[src/rtl/fp_add_issue_if.sv]
// Handshake and operand/result bus between the fp_add issue/collect stage and its environment.
// The slave side is the issue stage itself; the master side is the producer/consumer plus fp_add.
interface fp_add_issue_if #(
  parameter int TAG_W = 4
);
  logic             in_valid;
  logic             in_ready;
  logic [31:0]      in_a;
  logic [31:0]      in_b;
  logic [TAG_W-1:0] in_tag;
  logic [31:0]      fp_dataa;
  logic [31:0]      fp_datab;
  logic [31:0]      fp_result;
  logic             out_valid;
  logic             out_ready;
  logic [31:0]      out_data;
  logic [TAG_W-1:0] out_tag;

  modport master (
    output in_valid, in_a, in_b, in_tag, fp_result, out_ready,
    input  in_ready, fp_dataa, fp_datab, out_valid, out_data, out_tag
  );

  modport slave (
    input  in_valid, in_a, in_b, in_tag, fp_result, out_ready,
    output in_ready, fp_dataa, fp_datab, out_valid, out_data, out_tag
  );
endinterface

[src/rtl/fp_add_issue.sv]
// Issue/collect wrapper around a fixed-latency, non-stallable fp_add: a tag delay line tracks
// in-flight ops and a credit counter reserves a result-FIFO slot for every accepted op.
module fp_add_issue #(
  parameter int LATENCY = 10,
  parameter int TAG_W   = 4,
  parameter int DEPTH   = 16
) (
  input  logic          clock,
  input  logic          reset,
  fp_add_issue_if.slave bus
);
  // One stage beyond LATENCY: the result is captured on the edge after fp_add updates it.
  localparam int STAGES = LATENCY + 1;
  localparam int OCC_W  = $clog2(DEPTH + 1);
  localparam int PTR_W  = $clog2(DEPTH);
  localparam logic [OCC_W-1:0] OCC_MAX = OCC_W'(DEPTH);

  logic             acc_s;
  logic             pop_s;
  logic             in_ready_s;
  logic [OCC_W-1:0] occ_q;
  logic [OCC_W-1:0] occ_d;

  logic             dl_vld_q [STAGES];
  logic             dl_vld_d [STAGES];
  logic [TAG_W-1:0] dl_tag_q [STAGES];
  logic [TAG_W-1:0] dl_tag_d [STAGES];

  logic             wr_s;
  logic [31:0]      wr_data_s;
  logic [TAG_W-1:0] wr_tag_s;
  logic [31:0]      mem_data_q [DEPTH];
  logic [31:0]      mem_data_d [DEPTH];
  logic [TAG_W-1:0] mem_tag_q [DEPTH];
  logic [TAG_W-1:0] mem_tag_d [DEPTH];
  logic [PTR_W-1:0] wr_ptr_q;
  logic [PTR_W-1:0] wr_ptr_d;
  logic [PTR_W-1:0] rd_ptr_q;
  logic [PTR_W-1:0] rd_ptr_d;
  logic [OCC_W-1:0] cnt_q;
  logic [OCC_W-1:0] cnt_d;
  logic             head_empty_s;

  logic             out_valid_q;
  logic             out_valid_d;
  logic [31:0]      out_data_q;
  logic [31:0]      out_data_d;
  logic [TAG_W-1:0] out_tag_q;
  logic [TAG_W-1:0] out_tag_d;

  assign in_ready_s    = (occ_q < OCC_MAX);
  assign acc_s         = bus.in_valid && in_ready_s;
  assign pop_s         = out_valid_q && bus.out_ready;
  assign wr_s          = dl_vld_q[STAGES-1];
  assign wr_data_s     = bus.fp_result;
  assign wr_tag_s      = dl_tag_q[STAGES-1];
  assign head_empty_s  = (cnt_q == OCC_W'(0)) || ((cnt_q == OCC_W'(1)) && pop_s);

  assign bus.in_ready  = in_ready_s;
  assign bus.out_valid = out_valid_q;
  assign bus.out_data  = out_data_q;
  assign bus.out_tag   = out_tag_q;

  // Operand drive to fp_add, zeroed when nothing is issued.
  always_comb begin
    if (acc_s) begin
      bus.fp_dataa = bus.in_a;
      bus.fp_datab = bus.in_b;
    end else begin
      bus.fp_dataa = 32'h0000_0000;
      bus.fp_datab = 32'h0000_0000;
    end
  end

  // Credit count: in-flight plus buffered ops.
  always_comb begin
    occ_d = occ_q;
    case ({acc_s, pop_s})
      2'b10:   occ_d = occ_q + OCC_W'(1);
      2'b01:   occ_d = occ_q - OCC_W'(1);
      default: occ_d = occ_q;
    endcase
  end

  // Valid/tag delay line aligned with the fp_add pipeline.
  always_comb begin
    dl_vld_d[0] = acc_s;
    if (acc_s) begin
      dl_tag_d[0] = bus.in_tag;
    end else begin
      dl_tag_d[0] = {TAG_W{1'b0}};
    end
    for (int i = 1; i < STAGES; i++) begin
      dl_vld_d[i] = dl_vld_q[i-1];
      dl_tag_d[i] = dl_tag_q[i-1];
    end
  end

  // Result FIFO storage, pointers and entry count.
  always_comb begin
    mem_data_d = mem_data_q;
    mem_tag_d  = mem_tag_q;
    wr_ptr_d   = wr_ptr_q;
    rd_ptr_d   = rd_ptr_q;
    cnt_d      = cnt_q;
    if (wr_s) begin
      mem_data_d[wr_ptr_q] = wr_data_s;
      mem_tag_d[wr_ptr_q]  = wr_tag_s;
      wr_ptr_d             = wr_ptr_q + PTR_W'(1);
    end else begin
      wr_ptr_d = wr_ptr_q;
    end
    if (pop_s) begin
      rd_ptr_d = rd_ptr_q + PTR_W'(1);
    end else begin
      rd_ptr_d = rd_ptr_q;
    end
    case ({wr_s, pop_s})
      2'b10:   cnt_d = cnt_q + OCC_W'(1);
      2'b01:   cnt_d = cnt_q - OCC_W'(1);
      default: cnt_d = cnt_q;
    endcase
  end

  // Registered head: a write into an (effectively) empty FIFO goes straight to the output register.
  always_comb begin
    out_valid_d = (cnt_d != OCC_W'(0));
    if (wr_s && head_empty_s) begin
      out_data_d = wr_data_s;
      out_tag_d  = wr_tag_s;
    end else if (out_valid_d) begin
      out_data_d = mem_data_q[rd_ptr_d];
      out_tag_d  = mem_tag_q[rd_ptr_d];
    end else begin
      out_data_d = out_data_q;
      out_tag_d  = out_tag_q;
    end
  end

  // Credit and output registers.
  always_ff @(posedge clock or posedge reset) begin
    if (reset) begin
      occ_q       <= OCC_W'(0);
      out_valid_q <= 1'b0;
      out_data_q  <= 32'h0000_0000;
      out_tag_q   <= {TAG_W{1'b0}};
    end else begin
      occ_q       <= occ_d;
      out_valid_q <= out_valid_d;
      out_data_q  <= out_data_d;
      out_tag_q   <= out_tag_d;
    end
  end

  // Delay line registers; clearing the valids discards whatever fp_add still holds.
  always_ff @(posedge clock or posedge reset) begin
    if (reset) begin
      for (int i = 0; i < STAGES; i++) begin
        dl_vld_q[i] <= 1'b0;
        dl_tag_q[i] <= {TAG_W{1'b0}};
      end
    end else begin
      dl_vld_q <= dl_vld_d;
      dl_tag_q <= dl_tag_d;
    end
  end

  // FIFO registers.
  always_ff @(posedge clock or posedge reset) begin
    if (reset) begin
      for (int i = 0; i < DEPTH; i++) begin
        mem_data_q[i] <= 32'h0000_0000;
        mem_tag_q[i]  <= {TAG_W{1'b0}};
      end
      wr_ptr_q <= PTR_W'(0);
      rd_ptr_q <= PTR_W'(0);
      cnt_q    <= OCC_W'(0);
    end else begin
      mem_data_q <= mem_data_d;
      mem_tag_q  <= mem_tag_d;
      wr_ptr_q   <= wr_ptr_d;
      rd_ptr_q   <= rd_ptr_d;
      cnt_q      <= cnt_d;
    end
  end
endmodule

[src/flat_wrapper.sv]
// flat-port wrapper written by rule: the top's interface ports become plain ports
module fp_add_issue_flat 
#(
  parameter int LATENCY = 10,
  parameter int TAG_W   = 4,
  parameter int DEPTH   = 16
)
  (clock, reset, bus_in_valid, bus_in_a, bus_in_b, bus_in_tag, bus_fp_result, bus_out_ready, bus_in_ready, bus_fp_dataa, bus_fp_datab, bus_out_valid, bus_out_data, bus_out_tag);
  fp_add_issue_if #(.TAG_W(TAG_W)) bus_i ();
  input  logic clock;
  input  logic reset;
  input wire logic [$bits(bus_i.in_valid)-1:0] bus_in_valid;
  input wire logic [$bits(bus_i.in_a)-1:0] bus_in_a;
  input wire logic [$bits(bus_i.in_b)-1:0] bus_in_b;
  input wire logic [$bits(bus_i.in_tag)-1:0] bus_in_tag;
  input wire logic [$bits(bus_i.fp_result)-1:0] bus_fp_result;
  input wire logic [$bits(bus_i.out_ready)-1:0] bus_out_ready;
  output wire logic [$bits(bus_i.in_ready)-1:0] bus_in_ready;
  output wire logic [$bits(bus_i.fp_dataa)-1:0] bus_fp_dataa;
  output wire logic [$bits(bus_i.fp_datab)-1:0] bus_fp_datab;
  output wire logic [$bits(bus_i.out_valid)-1:0] bus_out_valid;
  output wire logic [$bits(bus_i.out_data)-1:0] bus_out_data;
  output wire logic [$bits(bus_i.out_tag)-1:0] bus_out_tag;
  assign bus_i.in_valid = bus_in_valid;
  assign bus_i.in_a = bus_in_a;
  assign bus_i.in_b = bus_in_b;
  assign bus_i.in_tag = bus_in_tag;
  assign bus_i.fp_result = bus_fp_result;
  assign bus_i.out_ready = bus_out_ready;
  assign bus_in_ready = bus_i.in_ready;
  assign bus_fp_dataa = bus_i.fp_dataa;
  assign bus_fp_datab = bus_i.fp_datab;
  assign bus_out_valid = bus_i.out_valid;
  assign bus_out_data = bus_i.out_data;
  assign bus_out_tag = bus_i.out_tag;
  fp_add_issue #(.LATENCY(LATENCY), .TAG_W(TAG_W), .DEPTH(DEPTH)) u_core (.clock(clock), .reset(reset), .bus(bus_i));
endmodule
[config.mk]
export PLATFORM = sky130hd
export DESIGN_NAME = fp_add_issue_flat
export DESIGN_NICKNAME = d
export VERILOG_FILES = /design/src/rtl/fp_add_issue_if.sv /design/src/rtl/fp_add_issue.sv /design/src/flat_wrapper.sv
export SDC_FILE = /design/constraint.sdc
export NUM_CORES = 1
export LEC_CHECK = 0
export CAP_MARGIN = 20
export CORE_ASPECT_RATIO = 0.8
export CORE_MARGIN = 2
export CORE_UTILIZATION = 60
export CTS_CLUSTER_SIZE = 8
export DETAILED_ROUTE_END_ITERATION = 8
export DONT_BUFFER_PORTS = 1
export GPL_ROUTABILITY_DRIVEN = 0
export GPL_TIMING_DRIVEN = 1
export PLACE_DENSITY = 0.87
export SYNTH_ARGS = -nofsm -noshare
export SYNTH_HDL_FRONTEND = slang
export SYNTH_SLANG_ARGS = --single-unit
export TNS_END_PERCENT = 20
[constraint.sdc]
create_clock -name clock -period 48.3 [get_ports clock]
set_input_delay 2.415 -clock clock [delete_from_list [all_inputs] [get_ports clock]]
set_output_delay 2.415 -clock clock [all_outputs]
set_load 0.01 [all_outputs]
### Yosys cells after proc, flatten, opt, wreduce, memory -nomap -nowiden

Index checks and enable logic that the tools add are counted.

* $add $sub $neg: 6
* magnitude comparators: 4
* equal/unequal tests: 5
* mux-type cells: 22
* bitwise gates (word level): 2
* reduce and logical (&&, ||, !) cells: 10

Operator list (number)
* bitwise mux 512 bit: 1
* 2-to-1 mux 32 bit: 7
* binary-select mux 32 bit (select 4 bit): 1
* demux 32 bit (select 4 bit): 1
* bitwise mux 64 bit: 1
* 2-to-1 mux 4 bit: 7
* one-hot mux 5 bit (2 select lines): 2
* binary-select mux 4 bit (select 4 bit): 1
* demux 4 bit (select 4 bit): 1
* adder 5 x 1 -> 5 bit, second input constant: 2
* >= comparator 5 bit, second input constant: 2
* inverter 4 -> 5 bit: 2
* subtractor 5 x 1 -> 5 bit, second input constant: 2
* adder 4 x 1 -> 4 bit, second input constant: 2
* equality test 5 x 1 -> 1 bit, second input constant: 1
* logical AND 1 bit: 5
* logical NOT 5 bit: 1
* < comparator 5 x 1 -> 1 bit, second input constant: 1
* < comparator 5 bit, second input constant: 1
* nonzero test 5 bit: 1
* equality test 2 x 1 -> 1 bit, second input constant: 2
* equality test 2 bit, second input constant: 2
* nonzero test 2 bit: 2
* logical OR 1 bit: 1

* register bits: 686
* bits of input ports: 104
* output and inout bits: 102
* word-level logic and storage cells: 110

### Logic depth before layout (Yosys ltp)

Gate-level depths: netlist (run 1).

* depth in word-level cells: 8
* mapped depth: 11
* gate-level depth less buffers: 11

### Least setup slack after synthesis (run 1)

Ideal clock, no wire load.

* path kind: input to output
* from: input bus_in_valid
* to: output bus_fp_dataa[12]
* data arrival time: 3.193 ns
* data required time: 45.885 ns
* setup slack: 42.692 ns
* stages on the path: 5
* buffers on the path: 2
* cells stage by stage: nand2_1 -> inv_1 -> clkbuf_1 -> clkbuf_1 -> and2_1

* word-level cells in the longest chain between the ends: 2

RTL lines
* from (decl): RTL line flat_wrapper.sv:12 `input wire logic [$bits(bus_i.in_valid)-1:0] bus_in_valid;`
* logical AND 1 bit: RTL line fp_add_issue.sv:52 `assign acc_s = bus.in_valid && in_ready_s;`
* 2-to-1 mux 32 bit: RTL line fp_add_issue.sv:66 `if (acc_s) begin`
* to (decl): RTL line flat_wrapper.sv:19 `output wire logic [$bits(bus_i.fp_dataa)-1:0] bus_fp_dataa;`

Every way passes these cells.

### Final worst setup path (run 1)

* from: input bus_in_valid
* to: output bus_fp_datab[29]

* word-level cells in the longest chain between the ends: 2

RTL lines
* logical AND 1 bit: RTL line fp_add_issue.sv:52
* 2-to-1 mux 32 bit: RTL line fp_add_issue.sv:66
* to (decl): RTL line flat_wrapper.sv:20 `output wire logic [$bits(bus_i.fp_datab)-1:0] bus_fp_datab;`

Every way passes these cells.

==> results of run 1 <==
-- flip-flops by register name, indices dropped and copies added (netlist names), 5 cells and up --
name,flops
u_core.bus.out_data,32
u_core.mem_tag_q,64
u_core.occ_q,5
u_core.dl_tag_d,40
u_core.cnt_q,5
u_core.mem_data_q,512
u_core.dl_vld_d,10
-- cell type report --
cell class                 instances  area, um^2
clock buffer                     100        2490
inverter                          20        85.1
multi-input combinational       1806       13500
clock inverter                     3        26.3
antenna                            6        15.0
fill                            3460       17500
sequential                       686       17200
tap                              693         867
timing repair buffer              57         581
-- cells by family (layout without fill, tap and decap cells) --
group	after synthesis	after routing	synth area share
adder cells (fa/ha/maj)	15	15	0.00617
multiplexers	581	581	0.207
AND/OR/NAND/NOR	703	703	0.110
buffers and inverters	280	180	0.0351
flip-flops	686	686	0.542
AO/OA/AOI/OAI	497	497	0.0976
XOR/XNOR	10	10	0.00277
other	0	6	0
-- through the flow --
stage / cell area [um^2] / setup WS [ns]
2_1_floorplan: 31700 / 26.65
3_3_place_gp: 32000 / 42.32
3_5_place_dp: 32100 / 42.16
4_1_cts: 34600 / 42.16
5_1_grt: 34800 / 42.54
6_report: 34800 / 42.67
-- synthesized netlist by cell type (all sizes together), types with 2 or more instances --
cell	count	area, um^2
nor2	6	25.0
nand4	5	31.3
a22o	2	17.5
a21oi	150	751
nand3b	2	15.0
mux2i	2	20.0
o22ai	145	907
a21o	2	15.0
o21ai	41	205
buf	57	273
ha	14	175
inv	20	75.1
or2	37	231
or3b	2	17.5
a211oi	36	270
clkbuf	203	763
dfrtp	686	17200
and3b	2	17.5
and3	39	244
a21boi	2	15.0
o31ai	37	278
nor4b	5	77.6
a41oi	36	315
nand2	262	983
nand3	154	771
a21bo	2	20.0
nor2b	2	12.5
nor3	111	556
xor2	4	35.0
xnor2	6	52.6
o21a	2	15.0
or3	2	12.5
mux2	579	6520
a31oi	36	225
and2	68	425
nand4b	3	26.3
a221o	2	20.0
-- path summary, 6_finish.rpt --
check / end / slack (ns) / cells after the start / from
max: bus_fp_datab[29] / 42.67 / 4 / bus_in_valid
min reg2reg: u_core.dl_tag_d[34]$_DFF_PP0_ / 0.34 / 0 / u_core.dl_tag_d[38]$_DFF_PP0_
min: u_core.dl_tag_d[34]$_DFF_PP0_ / 0.34 / 0 / u_core.dl_tag_d[38]$_DFF_PP0_
max reg2reg: u_core.bus.out_data[10]$_DFFE_PP0P_ / 44.10 / 7 / u_core.bus.out_valid$_DFF_PP0_
min in group asynchronous: u_core.dl_tag_d[36]$_DFF_PP0_ / 1.77 / 1 / reset
max in group asynchronous: u_core.mem_data_q[405]$_DFFE_PP0P_ / 44.40 / 4 / reset
-- critical path: cells and delay by family --
family | cells | cell delay (ns)
buffers and inverters | 2 | 0.49
AND/OR/NAND/NOR | 2 | 0.30
-- power breakdown --
group | internal [mW] | switching (mW) | leakage, nW
clock network | 0.357 | 0.231 | 1.24
registers | 0.593 | 0.00913 | 8.69
logic | 0.0167 | 0.0188 | 5.55
total | 0.966 | 0.259 | 15.5
-- layer usage --
metal / up-vias / wire [um]
met5: - / 53
met4: 8 / 3510
met2: 1576 / 40900
met3: 336 / 9400
li1: 9763 / -
met1: 12000 / 33400
==> flow_metrics.py, run 1 <==
metrics = {
    "outcome": {
        "status": "completed",
    },
    "timing": {
        "whs_ns": 0.339,
        "setup_violations": 0,
        "fin_skew_ns": 0.0174,
        "setup_tns_ns": 0,
        "min_period_ns": 5.63,
        "clock.fmax_mhz": 178,
        "grt_setup_unrepaired": "false",
        "worstMarginPinSlew_ns": 1.19,
        "finalMaxSlewViolations": 0,
        "period_share": 0.116,
        "max_slew_margin": 0.206,
        "finalHoldViolCount": 0,
    },
    "worst_setup_path": {
        "cp-start-kind": "input port",
        "crit_chain": "nand2_1, clkinv_1, buf_12, and2_1",
        "path_max_fanout": 59,
        "critPathArrivalTime_ns": 3.21,
        "cp.required_ns": 45.88,
        "cp-end-kind": "output pin",
        "worstSetupPathType": "input port to output pin",
        "max_stage_delay_ns": 0.26,
        "cp_slowest_cell": "buf_12",
    },
    "clock_tree": {
        "cts_tree": "done",
        "ctsHoldBuffers": 0,
        "clock-sinks": 686,
        "cts.root.buffer_cell": "clkbuf_16",
        "cts_max_level": 3,
        "clockBufferDepth": 3,
        "cts_buffers": 95,
        "cts.clk_slew.worst_paths_ns": 0.05,
        "postCtsSetupBuffers": 0,
        "ctsResizeCount": 0,
        "clock_latency_ns": 0.64,
    },
    "synthesis": {
        "synth_area_mm2": 0.0317,
        "syn_nets": 2891,
        "postSynthCellCount": 2772,
        "ys_ff_latch": 686,
        "yosysSeqAreaShare": 0.542,
        "synth_cell_types": 53,
        "yosysWarnings": 0,
        "synth_area_per_cell_um2": 11.4,
        "async_flop_share": 1.00,
        "synth_edf_count": 0,
        "synth_ff_type": "dfrtp_1",
    },
    "detailed_routing": {
        "routed_via_density": 7.02,
        "vias": 23700,
        "avgRoutedWirePerCell_um": 25.9,
        "first_pass_iters": 6,
        "drt_wl_total_um": 87200,
        "postRouteAntennaNets": 0,
        "drt_iter0_drc": 3266,
        "drc": 0,
    },
    "cells_and_area": {
        "final_util": 0.665,
        "layout_common_cells": "dfrtp_1 (686), mux2_2 (579), nand2_1 (262), a21oi_1 (148), nand3_1 (147)",
        "layout-drive-gt1-share": 0.301,
        "nets": 2785,
        "areaGrowthSynthToFinish_pct": 9.82,
        "layout_commonest_cell": "dfrtp_1",
        "instances_no_fill": 3371,
    },
    "placed_design": {
        "hpwlAfterDp_um": 46200,
        "post-place-cells": 3255,
        "numPortBuffers": 0,
    },
    "die": {
        "initial_core_util": 0.606,
        "dieArea_mm2": 0.0546,
        "rows": 75,
        "boundaryPins": 206,
        "die_w_um": 261,
        "fp.dieH_um": 209,
        "core_area_mm2": 0.0523,
    },
    "grt": {
        "grt_use_met2": 0.488,
        "grt_overflow_total": 0,
        "grt_max_degree": 188,
        "use_met1": 0.421,
        "grt_pass1_vias": 24800,
        "grt_pass1_wl_um": 136000,
        "grt_use_met3": 0.0900,
        "grt-busiest-layer": "met2",
        "grt_use_total": 0.317,
        "grt_antenna_before_repair": 11,
    },
    "pwr": {
        "power.total_mw": 1.23,
        "ir_drop_v": 0.0000247,
        "power.density_mw_per_mm2": 35.2,
        "power.leakage_nw": 15.5,
    },
    "flow_run": {
        "maxCapViolCount": 0,
    },
    "hold_path": {
        "hold_path_class": "register to register",
    },
}
Power figures use the tool's default switching activity.
==> run 2: changes to the inputs <==
Clock period 48.3 ns to 5.5 ns, I/O delays scaled along.
==> run 2 against run 1 <==
Net effect: global-route usage barely moved; critical path depth grew 6; utilization increased by 0.53 points; design area rose by 0.80%; worst setup slack worse by 41 ns; sequential share of layout area decreased by 0.39 points; power increased to 8.9 times the previous value; non-clock buffer count rose by 30; flip-flop and latch count is the same; critical path type is now register to register; largest cell class unchanged; largest power group unchanged.
==> flow_metrics.py, run 2 (synthesis results as in run 1) <==
metrics = {
    "clock_tree": {
        "clock_latency_ns": 0.65,
        "cts_tree": "done",
        "cts_max_level": 3,
        "postCtsSetupBuffers": 0,
        "cts.root.buffer_cell": "clkbuf_16",
        "clockBufferDepth": 3,
        "cts_buffers": 95,
        "cts.clk_slew.worst_paths_ns": 0.05,
        "ctsResizeCount": 0,
        "clock-sinks": 686,
    },
    "grt": {
        "grt_pass1_wl_um": 135000,
        "grt_max_degree": 209,
        "grt_use_total": 0.317,
        "grt_antenna_before_repair": 5,
        "grt_overflow_total": 0,
        "grt_pass1_vias": 24000,
    },
    "die": {
        "initial_core_util": 0.606,
        "fp.dieH_um": 209,
        "boundaryPins": 206,
        "dieArea_mm2": 0.0546,
        "core_area_mm2": 0.0523,
        "rows": 75,
        "die_w_um": 261,
    },
    "timing": {
        "finalHoldViolCount": 0,
        "fin_skew_ns": 0.0277,
        "max_slew_margin": 0.202,
        "worstMarginPinSlew_ns": 1.20,
        "min_period_ns": 3.76,
        "finalMaxSlewViolations": 0,
        "clock.fmax_mhz": 266,
        "whs_ns": 0.162,
        "grt_setup_unrepaired": "false",
        "period_share": 0.684,
        "setup_violations": 0,
    },
    "detailed_routing": {
        "drt_wl_total_um": 86700,
        "postRouteAntennaNets": 0,
        "met3_length_um": 8620,
        "routed.top_layer": "met5",
        "routed_via_density": 6.96,
        "drt-met1-wl_um": 34500,
        "avgRoutedWirePerCell_um": 25.5,
        "drt_iter0_drc": 3237,
        "vias": 23700,
        "first_pass_iters": 5,
        "drc": 0,
        "dr_wl_met2_um": 40400,
    },
    "cells_and_area": {
        "nets": 2815,
        "layout-drive-gt1-share": 0.295,
        "largest_register_ffs": 512,
        "layout_common_cells": "dfrtp_1 (686), mux2_2 (579), nand2_1 (262), a21oi_1 (148), nand3_1 (147)",
        "areaGrowthSynthToFinish_pct": 10.7,
        "layout_commonest_cell": "dfrtp_1",
        "top_register": "u_core.mem_data_q",
    },
    "worst_setup_path": {
        "cp-start-kind": "register",
        "critPathArrivalTime_ns": 4.29,
        "rrSetupSlack_ns": 1.74,
        "cp-end-kind": "register",
        "worstSetupPathType": "register to register",
        "cp.required_ns": 6.02,
        "r2r_start": "u_core.bus.out_valid$_DFF_PP0_",
        "critPathLaunch": "u_core.bus.out_valid$_DFF_PP0_",
        "rr_endpoint": "u_core.bus.out_data[2]$_DFFE_PP0P_",
        "reg2reg_depth": 10,
        "path_max_fanout": 72,
    },
    "hold_path": {
        "hold_path_class": "input port to register",
        "worstHoldStart": "bus_in_valid",
        "whs_path_depth": 3,
        "holdPathEnd": "u_core.occ_q[0]$_DFFE_PP0P_",
    },
    "pwr": {
        "power.density_mw_per_mm2": 310,
        "power.total_mw": 10.8,
        "power.leakage_nw": 15.6,
        "ir_drop_v": 0.000256,
    },
    "outcome": {
        "status": "completed",
    },
    "placed_design": {
        "numPortBuffers": 0,
        "hpwlAfterDp_um": 44500,
    },
    "flow_run": {
        "maxCapViolCount": 0,
    },
}
run 2: worst max path at each step:
stage / to / cells after the start
after detailed placement: u_core.bus.out_data[2]$_DFFE_PP0P_ / 10
after global placement: u_core.bus.out_data[14]$_DFFE_PP0P_ / 10
final: u_core.bus.out_data[2]$_DFFE_PP0P_ / 10
after CTS: u_core.bus.out_data[2]$_DFFE_PP0P_ / 10
after floorplan: u_core.bus.out_data[0]$_DFFE_PP0P_ / 1
after global routing: u_core.bus.out_data[9]$_DFFE_PP0P_ / 10
run 2: timing repair:
| action | in CTS | in global routing |
|---|---|---|
| hold buffers | 37 | 0 |
| setup endpoints to repair | 0 | 0 |
| endpoints found under the hold margin | 585 | 0 |
run 2: cell type report:
cell class	instances	area (um^2)
antenna	4	10.0
tap	693	867
sequential	686	17200
clock buffer	98	2440
fill	3398	17200
timing repair buffer	87	861
multi-input combinational	1806	13500
inverter	20	81.3
clock inverter	5	81.3
run 2: routing by layer:
metal | GRT usage | up-vias
met4 | 0.120 | 4
li1 | - | 9806
met5 | 0 | -
met2 | 0.496 | 1472
met1 | 0.439 | 12100
met3 | 0.0667 | 303
run 2: per-stage QoR:
stage                     setup WS, ns  area, um^2  utilization  setup TNS, ns  cells
final                             1.74       35000        0.670              0   3399
after global routing              1.51       35000        0.670              0   3398
after CTS                         1.74       35000        0.669              0   3393
after detailed placement          1.81       32100        0.614              0   3253
after global placement            2.03       32100        0.614              0   3252
after floorplan                  -4.16       31700            -       -2854.55   2772
run 2: power breakdown:
part | internal (mW) | switching, mW
logic | 0.162 | 0.222
clock network | 3.10 | 2.08
registers | 5.20 | 0.0788
run 2: critical path: stages (launching register included):
cell     delay [ns]
dfrtp_1        0.69
nand2_1        0.39
inv_1          0.21
ha_1           0.33
or3b_2         0.49
mux2i_1        0.17
a221o_1        0.22
nor4b_4        0.07
buf_4          0.39
or2_2          0.41
o31ai_1        0.25
